**config.mk**
```make
export PLATFORM = sky130hd
export DESIGN_NAME = mul_top
export DESIGN_NICKNAME = d
export VERILOG_FILES = /design/src/rtl/mul_pkg.sv /design/src/rtl/mul_datapath.sv /design/src/rtl/mul_top.sv
export SDC_FILE = /design/constraint.sdc
export NUM_CORES = 1
export LEC_CHECK = 0
export CORE_ASPECT_RATIO = 0.6
export CORE_MARGIN = 5
export CORE_UTILIZATION = 55
export CTS_CLUSTER_SIZE = 14
export DETAILED_ROUTE_END_ITERATION = 10
export PLACE_DENSITY = 0.89
export SLEW_MARGIN = 20
export SYNTH_ARGS = -nofsm -noshare
export SYNTH_HDL_FRONTEND = slang
export SYNTH_SLANG_ARGS = --single-unit
```
**constraint.sdc**
```tcl
create_clock -name clk -period 7 [get_ports clk]
set_clock_uncertainty 0.15 [all_clocks]
set_input_delay 1.05 -clock clk [delete_from_list [all_inputs] [get_ports clk]]
set_output_delay 1.05 -clock clk [all_outputs]
set_load 0.05 [all_outputs]
```
**src/rtl/mul_pkg.sv**
```systemverilog
// Shared constants and FSM state encoding for the repeated-addition multiplier.
package mul_pkg;

  localparam int WIDTH = 16;

  typedef enum logic [2:0] {
    IDLE   = 3'd0,
    LOAD_A = 3'd1,
    LOAD_B = 3'd2,
    CALC   = 3'd3,
    DONE   = 3'd4
  } state_t;

endpackage : mul_pkg

```
**src/rtl/mul_datapath.sv**
```systemverilog
// Operand/product registers for the multiplier: A, down-counting B, accumulating P.
module mul_datapath #(
  parameter int WIDTH = 16
) (
  input  logic             clk,
  input  logic             rst,
  input  logic [WIDTH-1:0] data_in_i,
  input  logic             ld_a_i,
  input  logic             ld_b_i,
  input  logic             dec_b_i,
  input  logic             ld_p_i,
  input  logic             clr_p_i,
  output logic             eqz_o,
  output logic [WIDTH-1:0] product_o
);

  logic [WIDTH-1:0] a_q, a_d;
  logic [WIDTH-1:0] b_q, b_d;
  logic [WIDTH-1:0] p_q, p_d;
  logic [WIDTH-1:0] sum;

  // Truncating adder: the product wraps modulo 2^WIDTH with no overflow flag.
  assign sum = p_q + a_q;

  always_comb begin
    a_d = a_q;
    b_d = b_q;
    p_d = p_q;
    if (ld_a_i) a_d = data_in_i;
    if (ld_b_i) b_d = data_in_i;
    else if (dec_b_i) b_d = b_q - 1'b1;
    if (clr_p_i) p_d = '0;
    else if (ld_p_i) p_d = sum;
  end

  always_ff @(posedge clk) begin
    if (rst) begin
      a_q <= '0;
      b_q <= '0;
      p_q <= '0;
    end else begin
      a_q <= a_d;
      b_q <= b_d;
      p_q <= p_d;
    end
  end

  assign eqz_o     = (b_q == '0);
  assign product_o = p_q;

endmodule : mul_datapath

```
**src/rtl/mul_top.sv**
```systemverilog
// Sequential unsigned multiplier: serially loads A then B, adds A into P B times.
module mul_top
  import mul_pkg::*;
#(
  parameter int WIDTH = mul_pkg::WIDTH
) (
  input  logic             clk,
  input  logic             rst,
  input  logic             start,
  input  logic [WIDTH-1:0] data_in,
  output logic             done,
  output logic [WIDTH-1:0] product,
  output state_t           dbg_state_o
);

  // Handshake: start is a single-cycle request honoured only in IDLE or DONE;
  // the next two cycles take A then B from data_in, and done stays high in
  // DONE until the following start is sampled.
  state_t state_q, state_d;
  logic   ld_a, ld_b, dec_b, ld_p, clr_p;
  logic   eqz;

  always_ff @(posedge clk) begin
    if (rst) state_q <= IDLE;
    else     state_q <= state_d;
  end

  always_comb begin
    state_d = state_q;
    ld_a    = 1'b0;
    ld_b    = 1'b0;
    dec_b   = 1'b0;
    ld_p    = 1'b0;
    clr_p   = 1'b0;
    unique case (state_q)
      IDLE: if (start) state_d = LOAD_A;
      LOAD_A: begin
        ld_a    = 1'b1;
        state_d = LOAD_B;
      end
      LOAD_B: begin
        ld_b    = 1'b1;
        clr_p   = 1'b1;
        state_d = CALC;
      end
      CALC: begin
        if (eqz) begin
          state_d = DONE;
        end else begin
          ld_p  = 1'b1;
          dec_b = 1'b1;
        end
      end
      DONE: if (start) state_d = LOAD_A;
      default: state_d = IDLE;
    endcase
  end

  mul_datapath #(.WIDTH(WIDTH)) u_datapath (
    .clk       (clk),
    .rst       (rst),
    .data_in_i (data_in),
    .ld_a_i    (ld_a),
    .ld_b_i    (ld_b),
    .dec_b_i   (dec_b),
    .ld_p_i    (ld_p),
    .clr_p_i   (clr_p),
    .eqz_o     (eqz),
    .product_o (product)
  );

  assign done        = (state_q == DONE);
  assign dbg_state_o = state_q;

endmodule : mul_top

```
==> impl_metrics.py <==
metrics = {
    "setup_path": {
        "worstPathArrival_ns": 1.79,
        "worstPathCellList": "nor2_1, and2_1, clkdlybuf4s50_1",
        "start_kind": "flip-flop",
        "worst_r2r_endpoint": "u_datapath.product_o[14]",
        "critPathBufInv": 1,
        "slowest_delay_ns": 0.80,
        "required_ns": 5.80,
        "rrSetupSlack_ns": 4.11,
        "worstSetupPathType": "flip-flop to primary output",
        "crit_slowest_cell": "clkdlybuf4s50_1",
        "cpLargestDelayFamily": "buffers and inverters",
        "crit-reg2reg-launch": "u_datapath.product_o[0]",
        "cp_max_fo": 8,
        "end_kind": "primary output",
        "r2r_cells": 8,
    },
    "yosys": {
        "synth.ff_latch_count": 51,
        "syn_nets": 395,
        "ys_types": 54,
        "synth_warnings": 0,
        "postSynthCellCount": 359,
        "syn_avg_cell_area_um2": 7.95,
        "ys_seq_area_frac": 0.358,
        "synth-edff-count": 0,
        "async_flop_share": 0,
        "synth_ff_type": "dfxtp_1",
        "netlist_area_mm2": 0.00285,
    },
    "final_layout": {
        "drive_above_1_share": 0.0558,
        "fin_cells": 460,
        "n_antenna_cell": 0,
        "fill_cells": 434,
        "final_area_mm2": 0.00339,
        "final_common_cell": "nand2_1",
        "syn2layout_area_growth_pct": 18.7,
        "layout_common_cells": "nand2_1, a21oi_1, dfxtp_1, clkdlybuf4s50_1, nor2_1",
        "nets": 429,
    },
    "die": {
        "start_util": 0.567,
        "die_area_mm2": 0.00677,
        "die_w_um": 103,
        "ioPinCount": 39,
        "rows": 20,
        "core_area_mm2": 0.00503,
        "die_h_um": 65.8,
    },
    "min_path": {
        "min_from": "u_datapath.a_q[7]",
        "hold_path_class": "flip-flop to flip-flop",
        "holdPathEnd": "u_datapath.a_q[7]",
        "holdPathStages": 2,
    },
    "sta": {
        "min_period_ns": 2.99,
        "worst_pin_slew_ns": 0.981,
        "finalSetupTns_ns": 0,
        "final_hold_viol_count": 0,
        "holdWs_ns": 0.323,
        "slew_violations": 0,
        "slew_headroom": 0.345,
        "max_freq_mhz": 334,
        "fin_crit_sh": 0.428,
        "timing.final.ws_setup_ns": 4.01,
        "grt_setup_unrepaired": "false",
        "setup_viol": 0,
    },
    "drt": {
        "viasPerCell": 6.22,
        "final_antenna_net_count": 0,
        "num_vias": 2861,
        "drtPass1Iterations": 6,
        "drt-wirelength-per-cell_um": 16.8,
        "drtIter0Drc": 216,
        "finalWirelength_mm": 7.74,
        "drc_errors": 0,
    },
    "placement": {
        "dp_cells": 452,
        "dpl.hpwl_mm": 5.50,
        "placed_area_mm2": 0.00327,
        "place_congestion": 0.958,
        "pre_cts_ws_ns": 3.99,
        "port_buffers": 38,
    },
    "clocking": {
        "htreeDepth": 2,
        "cts_made_buffers": 5,
        "cts_num_sinks": 51,
        "cts_hold_buf": 0,
        "post_cts_resized": 0,
        "cts_tree": "built",
        "clockBufferDepth": 2,
        "cts_setup_buffers": 0,
        "insertion_delay_ns": 0.31,
        "clk_pin_slew_ns": 0.09,
        "cts_root_buf": "clkbuf_8",
    },
    "flow_run": {
        "cap_violations": 0,
    },
    "grt": {
        "use_met1": 0.343,
        "globalRoute.busiestLayer": "met2",
        "grt_pass1_vias": 2670,
        "antenna_found_initial": 0,
        "use_met3": 0.0653,
        "grt_usage": 0.239,
        "grtUsageMet2": 0.347,
        "overflow": 0,
        "grt_max_degree": 38,
        "grt_pass1_wl_mm": 12.7,
    },
    "power_and_ir_drop": {
        "ir_drop_v": 0.000152,
        "power_leakage_uw": 0.00126,
        "p_per_area_mw_per_mm2": 247,
    },
    "status": {
        "outcome": "completed",
    },
}
-- layer usage --
layer | vias up | routed length (um)
met5 | - | 0
met4 | 0 | 148
met3 | 21 | 779
met2 | 140 | 3210
met1 | 1328 | 3600
li1 | 1372 | -
-- metrics by stage --
| stage | utilization | power [uW] |
|---|---|---|
| floorplan | - | 546 |
| global placement | 0.650 | 605 |
| detailed placement | 0.650 | 617 |
| CTS | 0.673 | 834 |
| global route | 0.673 | 886 |
| finish | 0.673 | 838 |
-- area by class of cell --
cell class,count,area [um2],share of cell area
Timing Repair Buffer,41,403,0.119
Clock buffer,6,82.6,0.0244
Sequential cell,51,1020,0.301
Clock inverter,2,35.0,0.0103
Inverter,7,26.3,0.00776
Tap cell,66,82.6,0.0244
Multi-Input combinational cell,287,1740,0.513
-- worst max-delay path by stage --
stage | depth (start not counted) | start | endpoint
after global routing | 7 | u_datapath.b_q[0] | u_datapath.b_q[5]
final | 3 | dbg_state_o[0] | done
after CTS | 3 | dbg_state_o[0] | done
after floorplan | 8 | u_datapath.product_o[0] | u_datapath.product_o[14]
after global placement | 6 | rst | u_datapath.product_o[14]
after detailed placement | 6 | rst | u_datapath.product_o[14]
-- power by group --
part	total (uW)	switching [uW]	internal [uW]
combinational	271	170	101
sequential	349	29.2	320
clock	218	102	116
-- kinds of logic after synthesis --
family          after synthesis  synth area share
simple gates                146             0.245
fa+ha+maj                    17            0.0772
buf+inv                      21            0.0333
flops                        51             0.358
xor+xnor                     10            0.0307
compound gates              112             0.249
mux                           2           0.00702
-- sequential cells by signal, summed over array words and instances, names as in the netlist --
signal,count
u_datapath.a_q,16
u_datapath.b_q,16
u_datapath.product_o,16
dbg_state_o,3
-- synthesized netlist by cell type, types with 3 or more instances --
cell type | n | area (um2)
xnor2_1 | 7 | 61.3
nand2_1 | 68 | 255
and3_1 | 4 | 25.0
inv_1 | 7 | 26.3
nor3_1 | 6 | 30.0
nor3b_1 | 3 | 22.5
o21ai_0 | 13 | 65.1
nand2b_1 | 3 | 18.8
nand3_1 | 14 | 70.1
ha_1 | 16 | 200
or4_1 | 5 | 37.5
o31ai_1 | 3 | 22.5
a31oi_1 | 6 | 37.5
or3_1 | 3 | 18.8
a22oi_1 | 5 | 37.5
o211ai_1 | 6 | 45.0
a211oi_1 | 3 | 22.5
dfxtp_1 | 51 | 1020
a21oi_1 | 51 | 255
o21a_1 | 3 | 22.5
nor2_1 | 24 | 90.1
clkbuf_1 | 10 | 37.5
xor2_1 | 3 | 26.3
a21o_1 | 6 | 45.0
-- worst register-to-register path: stages (launching register included) --
cell and delay, ns:
dfxtp_1 0.35, ha_1 0.25, fa_1 0.41, a21o_1 0.21, a221oi_1 0.65, o2111ai_1 0.24
a2111oi_0 0.44, a31oi_1 0.08, nand2_1 0.07
Note: power is estimated with default switching activity, not from simulation.
